--- src/rtl/game_pkg.sv ---
// Shared types and constants for the whack game controller.
// Holds the FSM state encoding, the BCD digit limit and a saturating
// two-digit BCD score increment used by game_controller.
package game_pkg;

    typedef enum logic [2:0] {
        IDLE      = 3'd0,
        COUNTDOWN = 3'd1,
        PLAYING   = 3'd2,
        GAME_OVER = 3'd3,
        PAUSED    = 3'd4
    } state_t;

    localparam logic [3:0] BCD_MAX = 4'd9;

    typedef struct packed {
        logic [3:0] tens;
        logic [3:0] ones;
    } score_t;

    // Adds one to a two-digit BCD score, holding at 99.
    function automatic score_t score_inc(input score_t s);
        score_t r;
        r = s;
        if (s.ones != BCD_MAX) begin
            r.ones = s.ones + 4'd1;
        end else if (s.tens != BCD_MAX) begin
            r.ones = 4'd0;
            r.tens = s.tens + 4'd1;
        end
        return r;
    endfunction

endpackage

--- src/rtl/key_sync_edge.sv ---
// Push-button conditioner: two-flop synchronizer followed by a
// previous-value flop. pulse is high for one Clock cycle after each
// rising edge of the synchronized key, so a held key yields one pulse.
module key_sync_edge (
    input  logic Clock,
    input  logic reset,
    input  logic key,
    output logic pulse
);

    logic sync1;
    logic sync2;
    logic prev;

    // Synchronizer chain plus one-cycle history for edge detection.
    always_ff @(posedge Clock or negedge reset) begin
        if (!reset) begin
            sync1 <= 1'b0;
            sync2 <= 1'b0;
            prev  <= 1'b0;
        end else begin
            // NOTE: non-blocking assignments let all three flops sample their old
            // inputs on the same edge; blocking ones would collapse the chain.
            sync1 <= key;
            sync2 <= sync1;
            prev  <= sync2;
        end
    end

    assign pulse = sync2 & ~prev;

endmodule

--- src/rtl/game_controller.sv ---
// Top-level sequencer for the whack game: one-second tick divider,
// game FSM (idle, countdown, playing, game over), timer handshake and a
// saturating two-digit BCD hit score.
// Optional pause support is compiled in with GAME_CONTROLLER_PAUSE_EN;
// without it pause_key is ignored and PAUSED is never entered.
module game_controller
    import game_pkg::*;
#(
    parameter int TICK_DIV      = 50000000,
    parameter int COUNTDOWN_SEC = 3,
    parameter int GAME_OVER_SEC = 5
) (
    input  logic       Clock,
    input  logic       reset,
    input  logic       start_key,
    input  logic       pause_key,
    input  logic       hit,
    input  logic       timer_signal,
    output logic       game_start,
    output logic       tick,
    output logic [2:0] state,
    output logic [3:0] countdown,
    output logic [3:0] score_ones,
    output logic [3:0] score_tens,
    output logic       game_over
);

    localparam int              CNT_W    = (TICK_DIV > 1) ? $clog2(TICK_DIV) : 1;
    localparam logic [CNT_W-1:0] CNT_LAST = CNT_W'(TICK_DIV - 1);
    localparam logic [3:0]      CD_INIT  = 4'(COUNTDOWN_SEC);
    localparam logic [3:0]      GO_INIT  = 4'(GAME_OVER_SEC);

    state_t           state_q;
    score_t           score_q;
    logic [CNT_W-1:0] cnt;
    logic             start_pulse;
    logic             pause_pulse;
    logic             paused;
    logic             enter_countdown;

    key_sync_edge u_start_sync (
        .Clock (Clock),
        .reset (reset),
        .key   (start_key),
        .pulse (start_pulse)
    );

`ifdef GAME_CONTROLLER_PAUSE_EN
    key_sync_edge u_pause_sync (
        .Clock (Clock),
        .reset (reset),
        .key   (pause_key),
        .pulse (pause_pulse)
    );

    assign paused = (state_q == PAUSED);
`else
    logic unused_pause_key;

    assign unused_pause_key = pause_key;
    assign pause_pulse      = 1'b0;
    assign paused           = 1'b0;
`endif

    // A new round starts from IDLE or GAME_OVER; the divider restarts with it
    // so the first countdown second is a full second.
    assign enter_countdown = start_pulse && ((state_q == IDLE) || (state_q == GAME_OVER));

    // Free-running tick divider, frozen while paused.
    always_ff @(posedge Clock or negedge reset) begin
        if (!reset) begin
            cnt <= '0;
        end else if (enter_countdown) begin
            cnt <= '0;
        end else if (!paused) begin
            cnt <= (cnt == CNT_LAST) ? '0 : cnt + CNT_W'(1);
        end
    end

    assign tick = (cnt == CNT_LAST) && !paused;

    // Game FSM with registered status outputs and BCD score.
    always_ff @(posedge Clock or negedge reset) begin
        if (!reset) begin
            state_q    <= IDLE;
            countdown  <= 4'd0;
            score_q    <= '0;
            game_start <= 1'b0;
            game_over  <= 1'b0;
        end else begin
            unique case (state_q)
                IDLE: begin
                    if (start_pulse) begin
                        state_q   <= COUNTDOWN;
                        countdown <= CD_INIT;
                        score_q   <= '0;
                    end
                end
                COUNTDOWN: begin
                    if (tick) begin
                        if (countdown == 4'd1) begin
                            state_q    <= PLAYING;
                            countdown  <= 4'd0;
                            game_start <= 1'b1;
                        end else begin
                            countdown <= countdown - 4'd1;
                        end
                    end
                end
                PLAYING: begin
                    if (hit) begin
                        score_q <= score_inc(score_q);
                    end
                    if (timer_signal) begin
                        state_q    <= GAME_OVER;
                        countdown  <= GO_INIT;
                        game_start <= 1'b0;
                        game_over  <= 1'b1;
                    end else if (pause_pulse) begin
                        state_q <= PAUSED;
                    end
                end
                GAME_OVER: begin
                    if (start_pulse) begin
                        state_q   <= COUNTDOWN;
                        countdown <= CD_INIT;
                        score_q   <= '0;
                        game_over <= 1'b0;
                    end else if (tick) begin
                        if (countdown == 4'd1) begin
                            state_q   <= IDLE;
                            countdown <= 4'd0;
                            game_over <= 1'b0;
                        end else begin
                            countdown <= countdown - 4'd1;
                        end
                    end
                end
                PAUSED: begin
                    // Only reachable with pause support; the timer keeps its value.
                    if (pause_pulse) begin
                        state_q <= PLAYING;
                    end
                end
                default: begin
                    state_q <= IDLE;
                end
            endcase
        end
    end

    assign state      = state_q;
    assign score_ones = score_q.ones;
    assign score_tens = score_q.tens;

endmodule
--- config.mk ---
export PLATFORM = sky130hd
export DESIGN_NAME = game_controller
export DESIGN_NICKNAME = d
export VERILOG_FILES = /design/src/rtl/game_pkg.sv /design/src/rtl/key_sync_edge.sv /design/src/rtl/game_controller.sv
export SDC_FILE = /design/constraint.sdc
export NUM_CORES = 1
export LEC_CHECK = 0
export BUFFER_PORTS_ARGS = -buffer_cell sky130_fd_sc_hd__buf_2
export CAP_MARGIN = 20
export CORE_ASPECT_RATIO = 0.6
export CORE_MARGIN = 2
export CORE_UTILIZATION = 40
export CTS_CLUSTER_DIAMETER = 100
export DETAILED_ROUTE_END_ITERATION = 6
export GPL_TIMING_DRIVEN = 0
export MAX_ROUTING_LAYER = met4
export PLACE_DENSITY_LB_ADDON = 0.08
export SYNTH_ARGS = -nofsm -noshare
export SYNTH_HDL_FRONTEND = slang
export SYNTH_HIERARCHICAL = 1
export SYNTH_SLANG_ARGS = --single-unit
--- constraint.sdc ---
create_clock -name Clock -period 2.3 [get_ports Clock]
set_input_delay 0.345 -clock Clock [delete_from_list [all_inputs] [get_ports Clock]]
set_output_delay 0.345 -clock Clock [all_outputs]
set_load 0.005 [all_outputs]
==> flow_summary.toml <==
[logic_synthesis]
synthFlopType = "dfrtp_1"
synthAdderAreaFrac_pct = 5.53
synth_top_family_by_area = "simple AND/OR/NAND/NOR gates"
netlist_instances = 260
synth_nets = 277
syn_avg_cell_area_um2 = 9.58
synthSimpleGateAreaFrac_pct = 23.1
syn_area_um2 = 2490
synth.mux.area_fraction_pct = 2.46
yosys_warnings = 6
ys_seq_elements = 45
synth.distinct_cells = 50
synth_edf_count = 0
async_flop_share_pct = 100
synth-xor-area-share_pct = 8.44
ys_seq_area_share_pct = 45.2
synth-compound-area-share_pct = 9.50

[worst_setup_path]
cp.arrival_ns = 2.21
worst_r2r_startpoint = "cnt[16]"
worstReg2RegEnd = "cnt[12]"
worstSetupStartpointType = "flop"
crit_fanout = 2
criticalPathCategory = "flop to primary output"
r2r_slack_ns = -0.21
end_kind = "primary output"
worstPathRequired_ns = 1.96
reg2reg_depth = 8

[sta]
worst_slack_ns = -0.253
tightest_slew_ns = 0.555
max_slew_margin_pct = 62.9
setup_violations = 29
rsz0062_at_grt = "yes"
hold_viol = 0
fmax_ghz = 0.392
maxSlewViolCount = 0
finClkSkew_ns = 0.00627
fin_crit_sh_pct = 111
period_needed_ns = 2.55

[placed_design]
dp_hpwl_um = 3730
numPortBuffers = 21
globalplace.congestion = 0.766
post_dp_cell_area_um2 = 2710

[power_and_ir_drop]
p_leak_nw = 1.31
pwr_density_cell_nw_per_um2 = 1060
vdd_drop_max_mv = 0.480

[clock_network]
insertion_delay_ns = 0.30
path_clk_slew_ns = 0.08
htree_levels = 2
cts_buffer_depth = 2
root_buffer = "clkbuf_8"
cts_tree = "yes"
clock_sinks = 45
cts_buffers = 5

[layout]
n_antenna_cell = 0
final_nets = 319
fin_area_um2 = 2970
n_fill_cell = 602
final_util_pct = 49.0
post_route_cells_drive_above_1_share_pct = 18.5
syn_to_final_growth_pct = 19.2

[detailed_routing]
wl_per_cell_um = 14.0
ant_nets = 0
wl_um = 5420
drt_iter0_drc = 100
dr.pass1.iters = 4
via_per_inst = 4.98
num_vias = 1929
drc_errors = 0

[global_route]
gr-usage-met2_pct = 22.5
gr-usage-all-layers_pct = 18.3
grt.met3_usage_pct = 4.27
busiest_layer = "met1"
first_global_vias = 1890
use_met1_pct = 29.0
antenna_found_initial = 0
grt_overflow = 0
grt_pass1_wl_um = 9510
grt_max_degree = 46

[floorplan]
core.rowCount = 22
fp.dieArea_um2 = 6890
start_util_pct = 41.1
fp.dieH_um = 65.1
ios = 24
core_area_um2 = 6060
die_x_um = 106

[min_path]
holdPathStages = 1
whs_endpoint = "u_start_sync/sync1"
hold_class = "input port to flop"
hp-start = "start_key"

[status]
status = "complete, but fails checks"
violations = "setup timing"

[run]
maxCapViolCount = 0
==> stage by stage <==
stage / hold WS (ns) / total power, mW / std cells / setup TNS, ns / worst slack (ns)
global route: 0.121 / 3.42 / 387 / -7.41 / -0.315
CTS: 0.135 / 3.10 / 384 / -4.83 / -0.265
floorplan: 0.0494 / 2.01 / 260 / 0 / 0.0664
detailed placement: 0.338 / 2.42 / 366 / -1.67 / -0.0939
global placement: 0.334 / 2.40 / 365 / -2.51 / -0.263
finish: 0.146 / 3.15 / 387 / -4.97 / -0.253
==> how the worst max path moves through the flow <==
stage	start	to	slack, ns	depth (start not counted)
2_1_floorplan	cnt[10]	countdown[1]	0.07	6
3_3_place_gp	state[0]	score_tens[3]	-0.26	7
3_5_place_dp	cnt[10]	tick	-0.09	5
4_1_cts	cnt[16]	tick	-0.26	5
5_1_grt	cnt[16]	tick	-0.32	5
6_report	cnt[16]	tick	-0.25	5
==> cells in the final DEF, fill, tap and decap left out, types with 8 or more instances in the layout <==
cell	n
nor4_1	8
ha_1	11
dfrtp_1	45
buf_4	8
xnor2_1	21
buf_2	22
a21oi_1	8
inv_1	22
nand3_1	15
nand2_1	13
nor2_1	33
nor3_1	10
==> report_power, final <==
part	switching, mW	total [mW]	internal, mW	leakage (nW)
Combinational	0.765	1.37	0.610	0.666
Clock	0.276	0.630	0.354	0.0585
Sequential	0.187	1.15	0.961	0.588
==> logic make-up after synthesis <==
| kind of cell | after synthesis |
|---|---|
| AO/OA/AOI/OAI | 34 |
| buffers and inverters | 31 |
| multiplexers | 6 |
| adder cells (fa/ha/maj) | 11 |
| XOR/XNOR | 24 |
| AND/OR/NAND/NOR | 108 |
| flip-flops | 45 |
| other | 1 |
==> registers in the layout, indices dropped and copies added, names as in the netlist <==
signal              count
u_start_sync/prev       1
cnt                    26
score_ones              4
game_start              1
u_start_sync/sync1      1
score_tens              4
u_start_sync/sync2      1
game_over               1
countdown               4
state                   2
==> what timing repair did <==
action                                 CTS  global route
hold buffers                             0             1
setup endpoints to repair               24            37
cloned                                   2             0
setup buffers                            8             2
endpoints found under the hold margin    0             9
resized for setup                        7             6
pin swaps                                7             2
==> metal layers <==
layer  wire (um)  part of all wire (%)
met1        3310                    61
met2        1890                    35
met3         156                   2.9
met4          59                   1.1
met5           0                     0
==> layout make-up <==
type / instances / area (um2) / share of cell area [%]
Sequential cell: 45 / 1130 / 37.9
Inverter: 23 / 91.3 / 3.08
Clock inverter: 1 / 30.0 / 1.01
Tap cell: 84 / 105 / 3.54
Multi-Input combinational cell: 184 / 1230 / 41.6
Clock buffer: 7 / 86.3 / 2.91
Buffer: 8 / 51.3 / 1.73
Timing Repair Buffer: 35 / 244 / 8.22
==> cells in the mapped netlist (2+ instances only) <==
| cell type | number | area share [%] |
|---|---|---|
| nand3_1 | 15 | 3.0 |
| mux2i_1 | 5 | 2.0 |
| clkbuf_1 | 5 | 0.75 |
| o2bb2ai_1 | 2 | 0.70 |
| nor2_1 | 33 | 5.0 |
| o21ai_0 | 7 | 1.4 |
| nand2b_1 | 3 | 0.75 |
| ha_1 | 11 | 5.5 |
| a21oi_1 | 8 | 1.6 |
| nand4_1 | 7 | 1.8 |
| o22ai_1 | 2 | 0.50 |
| o211ai_1 | 2 | 0.60 |
| nor3_1 | 10 | 2.0 |
| nor4_1 | 8 | 2.0 |
| nor2b_1 | 4 | 1.0 |
| xnor2_1 | 21 | 7.4 |
| inv_1 | 22 | 3.3 |
| buf_6 | 2 | 0.90 |
| dfrtp_1 | 45 | 45 |
| o21bai_1 | 2 | 0.60 |
| and4_1 | 2 | 0.70 |
| nand2_1 | 13 | 2.0 |
| xor2_1 | 3 | 1.1 |
| a22o_1 | 2 | 0.70 |
==> critical path, stage by stage, from the launching register on <==
cell and delay (ns):
dfrtp_1 0.39, or4b_1 0.51, or3_4 0.40, or4_4 0.46, clkinv_4 0.07, buf_6 0.08
No activity file was read; power rests on OpenSTA's default activity.
